File: src/rtl/uart_rx_fifo.sv
// Receive-side character buffer behind the UART receiver: stores each character
// with its parity/framing flags and presents them first-word-fall-through.
module uart_rx_fifo #(
   parameter int DATA_BITS = 8,
   parameter int DEPTH     = 16,
   parameter int AF_LEVEL  = 12
) (
   input  logic                         clk,
   input  logic                         reset,
   input  logic [DATA_BITS-1:0]         rx_data,
   input  logic                         data_ready,
   input  logic                         parity_err,
   input  logic                         frame_err,
   output logic [DATA_BITS-1:0]         out_data,
   output logic                         out_parity_err,
   output logic                         out_frame_err,
   output logic                         out_valid,
   input  logic                         out_ready,
   output logic [$clog2(DEPTH+1)-1:0]   level,
   output logic                         empty,
   output logic                         full,
   output logic                         almost_full,
   output logic                         overrun,
   input  logic                         overrun_clr
);

   localparam int PW = $clog2(DEPTH);
   localparam int LW = $clog2(DEPTH+1);
   localparam int EW = DATA_BITS + 2;

   localparam logic [LW-1:0] LEVEL_FULL = LW'(DEPTH);
   localparam logic [LW-1:0] LEVEL_AF   = LW'(AF_LEVEL);

   logic [EW-1:0] mem [DEPTH];
   logic [PW-1:0] wr_ptr;
   logic [PW-1:0] rd_ptr;
   logic [LW-1:0] count;
   logic          overrun_q;

   logic          wr;
   logic          rd;
   logic          wr_ok;
   logic          drop;
   logic [EW-1:0] head;

   // Full/empty come from the occupancy counter, so pointer equality is never ambiguous.
   assign empty       = (count == '0);
   assign full        = (count == LEVEL_FULL);
   assign almost_full = (count >= LEVEL_AF);
   assign level       = count;
   assign overrun     = overrun_q;
   assign out_valid   = !empty;

   assign wr    = data_ready;
   assign rd    = out_valid && out_ready;
   assign wr_ok = wr && (!full || rd);
   assign drop  = wr && full && !rd;

   always_ff @(posedge clk) begin
      if (wr_ok) begin
         mem[wr_ptr] <= {frame_err, parity_err, rx_data};
      end
   end

   always_ff @(posedge clk) begin
      if (reset) begin
         wr_ptr    <= '0;
         rd_ptr    <= '0;
         count     <= '0;
         overrun_q <= 1'b0;
      end else begin
         if (wr_ok) begin
            wr_ptr <= wr_ptr + 1'b1;
         end
         if (rd) begin
            rd_ptr <= rd_ptr + 1'b1;
         end
         case ({wr_ok, rd})
            2'b10:   count <= count + 1'b1;
            2'b01:   count <= count - 1'b1;
            default: count <= count;
         endcase
         // A drop in the same cycle as a clear keeps the flag set.
         if (drop) begin
            overrun_q <= 1'b1;
         end else if (overrun_clr) begin
            overrun_q <= 1'b0;
         end
      end
   end

   always_comb begin
      head           = mem[rd_ptr];
      out_data       = '0;
      out_parity_err = 1'b0;
      out_frame_err  = 1'b0;
      if (!empty) begin
         out_data       = head[DATA_BITS-1:0];
         out_parity_err = head[DATA_BITS];
         out_frame_err  = head[DATA_BITS+1];
      end
   end

endmodule

File: config.mk
export PLATFORM = sky130hd
export DESIGN_NAME = uart_rx_fifo
export DESIGN_NICKNAME = d
export VERILOG_FILES = /design/src/rtl/uart_rx_fifo.sv
export SDC_FILE = /design/constraint.sdc
export NUM_CORES = 1
export LEC_CHECK = 0
export BUFFER_PORTS_ARGS = -buffer_cell sky130_fd_sc_hd__clkbuf_2
export CAP_MARGIN = 20
export CORE_MARGIN = 3
export CORE_UTILIZATION = 38
export CTS_CLUSTER_DIAMETER = 120
export DETAILED_ROUTE_END_ITERATION = 12
export MAX_ROUTING_LAYER = met4
export PLACE_DENSITY = 0.52
export SLEW_MARGIN = 30
export SYNTH_ARGS = -nofsm -noshare
export SYNTH_HDL_FRONTEND = slang
export SYNTH_SLANG_ARGS = --single-unit
File: constraint.sdc
create_clock -name clk -period 7.1 [get_ports clk]
set_clock_uncertainty 0.1 [all_clocks]
set_input_delay 0.355 -clock clk [delete_from_list [all_inputs] [get_ports clk]]
set_output_delay 0.355 -clock clk [all_outputs]
set_load 0.01 [all_outputs]
# After elaboration in Yosys (flattened, before gate mapping)
# Memory sizes are Yosys's and may differ from the RTL's. A register that Yosys moved wholly into a read port is not among the register bits.
# Cells that the tools add are included.
# totals
ff_bits,14
input_bits,15
n_memories,1
ram_bits,160
# classes
order_cmp,1
n_eq_ne,3
n_reduce_logical,11
n_mux,10
addsub,4
# mem_list
memory,words,width,rd,rd_clocked_by_memory_dff,write_ports,line_no,source
mem,16,10,1,1,1,34,logic [EW-1:0] mem [DEPTH];
# op_table
operator,n
case mux 5 bit (2 select lines),1
adder 4 x 1 -> 4 bit (second input constant),2
2-to-1 mux 4 bit,2
2-to-1 mux 8 bit,1
2-to-1 mux 1 bit,6
adder 5 x 1 -> 5 bit (second input constant),1
equality test 5 bit (second input constant),1
greater-or-equal comparator 5 x 4 -> 1 bit (second input constant),1
logical NOT 5 bit,1
subtractor 5 x 1 -> 5 bit (second input constant),1
logical AND 1 bit,4
nonzero test 2 bit,2
logical NOT 1 bit,3
equality test 2 x 1 -> 1 bit (second input constant),1
equality test 2 bit (second input constant),1
logical OR 1 bit,1

# Depth between registers and ports, before layout
# Gate-level depths: netlist (run 1).
# logic_depth
depth_word,7
mapped_depth,9

# Worst setup path before layout (run 1)
# OpenSTA, ideal clock, no wires.
# synth_timing
kind,reg-to-reg
start,reg count[1] (netlist: level[1])
end,reg count[4] (netlist: level[4])
synth_period_minus_slack_ns,2.402
setup_slack_ns,4.698
n_path_buf,1
setup_time_ns,0.074
arrival_time_ns,2.228
stages_incl_launch_ff,10
t_required_ns,6.926
cell_sequence,dfxtp_1 > buf_6 > nor4_4 > a21oi_1 > xor2_1 > ha_1 > o31a_2 > o32ai_1 > nand2_1 > a31oi_1
# synth_via
elab_chain_len,7
elab_cells_between_ends,13
classes_between,add/sub (2); eq/ne (3); mux (1); reduce/logical (7)
# synth_rtl
item,line_no,source
from (decl),37,logic [LW-1:0] count;
from (signal assigned),79,2'b10: count <= count + 1'b1;
from (signal assigned),80,2'b01: count <= count - 1'b1;
from (signal assigned),81,default: count <= count;
logical NOT 5 bit,47,assign empty = (count == '0);
logical NOT 1 bit,-,
logical AND 1 bit,55,assign rd = out_valid && out_ready;
logical OR 1 bit,56,assign wr_ok = wr && (!full || rd);
logical AND 1 bit,56,
equality test 2 x 1 -> 1 bit / equality test 2 bit (equally long branches),78,"case ({wr_ok, rd})"
case mux 5 bit (2 select lines) / nonzero test 2 bit (equally long branches),-,
# Parallel ways exist; a longest one is shown, timed or not.
# A chain may end at the register's enable or synchronous reset.

==> results.txt, run 1 <==
The share of synthesized registers carrying an async set or reset is 0. The largest net degree at the start of global routing came out at 41. In this run the number of H-tree levels came out at 4. The area of the core region is between 0.015 and 0.02 sq mm. The number of I/O pins came out at 35. The critical path in this run is classified as reg2out. Static timing analysis puts the maximum clock frequency at 0.328 GHz. The die width came out at 142 microns. The transition time at the pin with the least slew margin came out at around 0.83 ns.

Dividing the synthesized area by the synthesized cell count gives 19.0 sq um. The number of buffers on the longest clock path is 2. The effective utilization at floorplan came out at 0.389.

The post-synthesis compound-gate area fraction came out at 0.0263. The synthesized-area fraction occupied by adder cells came out at 0.0124. The flow ran to the end, and the final reports show no timing, DRC or antenna violations. The share of synthesized cell area in and, or, nand and nor gates is 0.0388.

Counting both buffers and inverters, the worst setup path holds a total of 2. The number of slew-limit violations in the final report is 0. At the later pin of the worst-skew pair, clock insertion delay measures 0.43 ns. The quantity of hold-fixing buffers added after cts came out at 0.

The wire length of the first global-routing pass came out at roughly 22,000 microns. The part of the Yosys area used for sequential elements came out at 0.734. The standard-cell row count came out at 49.

The global placer's final weighted congestion is 0.790. Summed over all layers, the routed wires come to between 10,000 and 15,000 microns. The count of instances resized after the clock tree is built is 0. From synthesis to final layout, the design area changed by 15.9%. Setup violations remaining at the end of the flow were counted as 0. Using the TritonRoute via totals, the vias-per-cell ratio works out to ~5.3. The number of port buffers is 34. The clock-pin slew reported for the worst setup and hold paths after clock tree synthesis came out at 0.07 ns. The diode insertion count for antenna repair came out at 0. The synthesized netlist cell count is 370. The total global routing track utilization came out at 0.160.

The total die area is 0.0202 sq mm. The initial antenna violation count is 0. The count of nets left with antenna violations once routing finished came out at 0.

The number of search-and-repair iterations in the first detailed-routing pass is 6. By count the netlist is led by sky130_fd_sc_hd__edfxtp_1 (160), sky130_fd_sc_hd__mux4_2 (40), sky130_fd_sc_hd__nor2_1 (31). The maximum single-stage delay on the critical path is 0.65 ns. Setup repair after global routing left no endpoint under its margin. The net count after synthesis is between 300 and 400. In this run the static leakage power is 2.58 nW. Post-CTS timing repair inserted 0 buffers for setup. After synthesis, the share of cell area in mux cells is 0.159. The number of enable flip-flop cells after synthesis is 160.

TritonCTS built the clock tree. At the end of the flow, the number of nets in the layout was 430. Traced cell by cell, the critical path runs through buf_4 -> mux4_2 -> mux2i_1 -> o22ai_1 -> clkbuf_2. The number of global-route vias before repair came to roughly 3,600.

The number of remaining DRC errors came out at 0. The yosys synthesis warning count came out at 0. The placed wire-length estimate is 8950 microns. In the post-synthesis netlist, the biggest area contributors are sky130_fd_sc_hd__edfxtp_1 (68%), sky130_fd_sc_hd__mux4_2 (13%), sky130_fd_sc_hd__dfxtp_1 (5.1%). The commonest register cell after synthesis is sky130_fd_sc_hd__edfxtp_1. The peak supply drop came out at 180 uV. The power density over the cells came out at 347 mW/mm^2. The aggregate global routing overflow is 0. The clock period minus worst slack came out at 3.05 ns. The die outline height came out at 142 microns. The first routing iteration left around 210 violations.

The slowest library cell on the worst path is sky130_fd_sc_hd__mux4_2. The total number of vias came out at between 3,000 and 4,000. By area, the combinational part of the netlist is dominated by multiplexers. The master cell of the clock root buffer is sky130_fd_sc_hd__clkbuf_16. STA classifies the critical path endpoint as an output port.

Counting distinct cell types in the post-synthesis netlist gives 32. The library cell with the largest summed area after synthesis is sky130_fd_sc_hd__edfxtp_1. The post-synthesis share of cell area spent on xor and xnor gates is 0.0124. For the final routed database, the setup TNS stands at 0 ns.

The number of buffers created by CTS came out at 17. Among all cell types in the netlist, the one instantiated most often is sky130_fd_sc_hd__edfxtp_1. The kind of cell with the highest combined delay along the critical path is multiplexers.

The relative max-transition margin is 0.449. The number of clock sinks is 178. The min-delay analysis places its worst path in the category in2reg. The utilization after layout came out at 0.451. The maximum fanout along the worst path came out at 40. Of the available clock period, the critical path in the final layout requires 0.430. In the final layout, the share of cells above drive strength 1 is 0.306. The max-capacitance violation count is 0. The sort of element at the start of the critical path is a flip-flop.

Synthesis inferred roughly 180 register bits. The number of filler cells placed in the layout is around 1,500. After detailed routing, the average wire length per cell comes to 22.5 microns. The number of failing hold endpoints at the final stage came out at 0. STA puts the critical path data required time at about 6.6 ns. Data on the critical path arrives at its endpoint at 2.60 ns. The area share of the largest cell type after synthesis came out at 0.683. Summing every instance area after synthesis gives ~0.0070 sq mm.
==> placed cells by master, fill, tap and decap left out, drive strengths merged, types with 2 or more instances in the layout <==
cell type,instances
xnor2,3
ha,7
nand2b,4
nor2,31
a32oi,2
nor3,4
nand2,16
buf,2
edfxtp,160
a31oi,3
mux4,40
inv,12
bufinv,5
mux2i,22
o22ai,10
a21oi,4
xor2,7
nand4,2
clkinv,5
dfxtp,18
clkbuf,51
o21ai,3
==> metal layers <==
metal / part of all wire / vias to the layer above / global-route usage
met5: 0 / - / -
li1: - / 1558 / -
met1: 0.47 / 1776 / 0.221
met4: 0.015 / 0 / 0.0571
met3: 0.052 / 17 / 0.0447
met2: 0.47 / 88 / 0.227
==> power by group <==
part / total, mW / internal, mW / switching, mW
Combinational: 0.569 / 0.252 / 0.317
Sequential: 1.24 / 1.18 / 0.0590
Clock: 1.02 / 0.629 / 0.394
Total: 2.83 / 2.06 / 0.770
==> sequential cells by signal (all words and copies together), names as in the netlist, named ones only <==
name and flops:
mem 160, level 5, rd_ptr 4, wr_ptr 4, overrun 1
==> stage by stage <==
stage          total power, mW  hold WS (ns)  area [sq um]  instances  worst slack [ns]
2_1_floorplan             1.65         0.324          7040        370              4.70
3_3_place_gp              1.83         0.370          7440        618              4.36
3_5_place_dp              1.84         0.383          7500        618              4.39
4_1_cts                   2.86        0.0905          8150        650              4.00
5_1_grt                   2.97         0.118          8160        650              3.82
6_report                  2.83         0.107          8160        650              4.05
==> worst min-delay path: stages <==
cell                       delay [ns]
sky130_fd_sc_hd__clkbuf_2        0.08
sky130_fd_sc_hd__inv_1           0.04
sky130_fd_sc_hd__a21oi_1         0.05
sky130_fd_sc_hd__nor2_1          0.07
==> worst paths after layout <==
check / from / endpoint / slack (ns) / depth (start not counted)
max: flip-flop / out_data[6] / 4.05 / 5
min: overrun_clr / overrun / 0.11 / 4
max reg2reg: level[1] / level[4] / 4.54 / 8
min reg2reg: overrun / overrun / 0.40 / 2
==> kinds of logic (layout without fill, tap and decap cells) <==
kind of cell	after synthesis	in the layout
DFF	178	178
muxes	62	62
and+or+nand+nor	61	61
AOI/OAI and AO/OA	27	27
buffers and inverters	25	76
xor gates and xnor gates	10	10
adders and majority gates	7	7
==> cell type report <==
type | count | area, sq um | area share
Sequential cell | 178 | 5170 | 0.634
Multi-Input combinational cell | 167 | 1830 | 0.224
Clock buffer | 17 | 425 | 0.0522
Tap cell | 229 | 287 | 0.0351
Clock inverter | 15 | 229 | 0.0281
Timing Repair Buffer | 36 | 185 | 0.0227
Inverter | 8 | 30.0 | 0.00368
No activity file was read; power rests on OpenSTA's default activity.
==> run 2: changes to the inputs <==
- ABC_AREA: not set -> 1
- clock period: 7.1 -> 3.05 ns (I/O delays scaled with it)
==> results.txt, run 2 <==
The number of filler cells placed in the layout came out at 1,660. Adding up every negative setup slack in the final design gives 0 ns. The library cells used most frequently in the layout, excluding fill and tap cells, are sky130_fd_sc_hd__edfxtp_1 (160), sky130_fd_sc_hd__nor2_1 (114), sky130_fd_sc_hd__o21ai_0 (92). Headroom to the max-slew limit came out at 0.522. The period utilization came out at 0.841. The number of clock sinks is approximately 180. The maximum single-stage delay on the critical path is 0.43 ns. After clock tree synthesis, the setup repair step added 0 buffers. The die covers 0.0206 sq mm. The reg-to-reg endpoint is mem[8][1]. After clock tree synthesis, the clock-pin slew on the worst setup and hold paths is 0.06 ns. The fraction of power consumed by combinational cells is 0.193. By area the synthesized netlist is led by sky130_fd_sc_hd__edfxtp_1 (67%), sky130_fd_sc_hd__o21ai_0 (6.4%), sky130_fd_sc_hd__nor2_1 (6.1%).

Summing all multi-input logic gate instances after layout gives 0.00180 sq mm. The number of cells traversed by the worst hold path is 1. The number of buffers created by CTS is 17. The final instance area came out at 0.00830 sq mm. By startpoint and endpoint, the worst setup path is classified as reg2out. The share of synthesized area in the top cell type comes to 0.667. The worst endpoint data arrival time is 2.31 ns. The number of different library cells used by synthesis comes to 29. The area of the core region is 0.0183 sq mm. The largest net degree at the start of global routing is 53. Leaving out fill and tap cells, the most frequent cell in the layout is sky130_fd_sc_hd__edfxtp_1. The register with the highest flop count is mem.

The detail route stage leaves a number of antenna-violating nets equal to 0. In this run the clock root is driven by a sky130_fd_sc_hd__clkbuf_16. By count the netlist is led by sky130_fd_sc_hd__edfxtp_1 (160), sky130_fd_sc_hd__nor2_1 (117), sky130_fd_sc_hd__o21ai_0 (92).

Along the worst path, the maximum fanout reaches 46. The utilization after layout is 0.454. At the placement stage, the worst setup path has a slack of 0.805 ns.

The minimum setup slack in the final design is 0.484 ns. The synthesized netlist cell count came out at slightly below 600. The number of enable flip-flop cells after synthesis is 160. The average instance in the mapped netlist occupies about 12 sq um.

The number of flip-flops under the largest register name came out at 160. The worst reg2reg path depth came out at 7. The share of total power dissipated in the clock network is 0.343. The yosys synthesis warning count is 0. The power density over the cells came out at roughly 720 mW/mm^2. After the first detailed-routing iteration, the DRC count stood at roughly 400. The max-capacitance violation count came out at 0. The sequential standard cell area came out at 0.00517 sq mm. The launching point of the worst reg2reg path is level[2]. For the pin with the worst max-slew slack, the measured transition is 0.716 ns. The type of the most critical hold path is in2reg.

The net count after synthesis came out at 612. The internal power component is 4.27 mW. The number of failing hold endpoints at the final stage was 0. Walking the worst path, the cells encountered are buf_4 -> o21ai_0 -> o22ai_1 -> nor2_1 -> nor2_1 -> o21ai_0 -> a21oi_1 -> clkbuf_2. The layout overhead on the synthesized area is 15.2%. The most used flip-flop cell after synthesis is sky130_fd_sc_hd__edfxtp_1. The register-to-register setup slack is 0.87 ns.

The initial utilization of the core area, before any placement, comes to 0.394. Among all stages on the critical path, the largest delay is contributed by sky130_fd_sc_hd__buf_4. The total global routing track utilization came out at 0.185. The initial antenna violation count came out at 0. Yosys instantiated no cell more often than sky130_fd_sc_hd__edfxtp_1. The flow ran to the end, and the final reports show no timing, DRC or antenna violations. Setup violations remaining at the end of the flow were counted as 0.

The leakage power is 2.90 nW. The analysis attributes to net switching a power of 1.70 mW. The number of global-route vias before repair is 4,690. 0 antenna diodes ended up in the layout. The required time of the critical path came out at roughly 2.8 ns. The average routed wire per standard cell is around 20 microns.

Setup repair after global routing left no endpoint under its margin. For this run, the register share of the synthesized area comes to 0.717. The placed wire-length estimate is about 11,000 microns. The worst hold path endpoint is mem[4][9]. The instance area after placement is 0.00771 sq mm.

Routability-driven placement finished with a final weighted congestion of roughly 0.84. Final hold analysis gives a worst-case slack of 0.0227 ns. The first global-routing pass estimated 27,100 microns of wire. The register share of total power came out at 0.464. In this run the most critical hold path is launched from frame_err.

After detailed routing, the number of remaining DRC violations is 0. The number of vias per cell after detailed routing is 5.42. In this run the horizontal extent of the chip is 144 microns. The number of port buffers came out at 34. The fraction of layout cells with a size suffix above 1 came out at 0.152. The number of slew-limit violations in the final report is 0. The fraction of power spent switching nets is 0.284. Pin placement for this block handled 35 I/O pins.

The share of synthesized registers carrying an async set or reset came out at 0. The aggregate global routing overflow is 0. The CTS tree is done.

The standard-cell row count is 49. The worst setup path is launched from a flip-flop. The pre-antenna-repair detailed-routing pass consisted of 4 iterations. Across the VDD grid, the largest voltage drop is 397 uV.

The post-detailed-routing wire length is roughly 18,000 microns. The number of buffers on the longest clock path is 2. After layout, the minimum clock period comes to 2.57 ns. The die outline height is 144 microns.

The achievable frequency came out at just under 0.4 GHz. The deepest level of the CTS H-tree is 4. The synthesized design contains 178 register bits. The routed layout has 4,761 vias.

The endpoint class of the critical path is an output port. The insertion delay of the later-clocked pin in the worst-skew pair is 0.42 ns. The synthesized design spends more area on one cell type than any other, namely sky130_fd_sc_hd__edfxtp_1.

The synthesized cell area came out at 0.00720 sq mm. The number of nets at the end of the flow is 659.
[run 2: changes by cell type after synthesis, sizes merged, moves of 15 or more]
| cell | previous run | this run |
|---|---|---|
| mux2i | 22 | 0 |
| inv | 8 | 31 |
| mux4 | 40 | 0 |
| nand2 | 16 | 31 |
| o221ai | 1 | 26 |
| a21oi | 4 | 20 |
| o21ai | 3 | 96 |
| nand3 | 1 | 24 |
| nor2 | 31 | 121 |
[run 2: per-stage QoR]
stage                     total power, mW  cells
final                                5.97    879
after global routing                 6.25    879
after CTS                            6.02    879
after detailed placement             3.97    844
after global placement               3.96    844
after floorplan                      3.54    590
[run 2: how the worst max path moves through the flow]
stage,to,slack [ns],depth (start not counted)
2_1_floorplan,mem[11][0],1.11,6
3_3_place_gp,mem[12][1],0.66,6
3_5_place_dp,mem[13][8],0.81,6
4_1_cts,out_data[3],0.47,8
5_1_grt,out_data[3],0.30,8
6_report,out_data[3],0.48,8
[run 2: cell type report]
class / instances / share of cell area
clock inverters: 13 / 0.0143
repair buffers: 59 / 0.0455
clock buffers: 19 / 0.0522
flip-flops and latches: 178 / 0.622
well taps: 229 / 0.0345
inverters: 32 / 0.0145
multi-input cells: 349 / 0.216
[run 2: kinds of logic (layout without fill, tap and decap cells)]
| family | Yosys count | in the layout | synth area share |
|---|---|---|---|
| simple gates | 182 | 182 | 0.106 |
| flops | 178 | 178 | 0.717 |
| compound gates | 159 | 159 | 0.129 |
| buf+inv | 63 | 123 | 0.0347 |
| fa+ha+maj | 7 | 7 | 0.0122 |
| xor+xnor | 1 | 1 | 0.00122 |
[run 2: routing by layer]
layer | global-route usage | up-vias | part of all wire
met3 | 0.0316 | 12 | 0.048
li1 | - | 2251 | -
met5 | - | - | 0
met1 | 0.254 | 2374 | 0.47
met4 | 0.0555 | 0 | 0.010
met2 | 0.284 | 124 | 0.47
[run 2: power groups by stage]
stage | registers, mW | clock network [mW] | logic (mW)
2_1_floorplan | 2.82 | 0 | 0.727
3_3_place_gp | 2.82 | 0 | 1.14
3_5_place_dp | 2.82 | 0 | 1.15
4_1_cts | 2.77 | 2.09 | 1.16
5_1_grt | 2.78 | 2.18 | 1.29
6_report | 2.77 | 2.05 | 1.15
[run 2: worst max-delay path: cells and delay by family, from the launching register on]
kind,cells,cell delay [ns]
AOI/OAI and AO/OA,4,0.74
buffers and inverters,2,0.63
DFF,1,0.37
and+or+nand+nor,2,0.14
[run 2: timing repair]
item,in CTS,in global routing
resized for setup,0,0
hold buffers,3,0
endpoints found under the hold margin,4,0
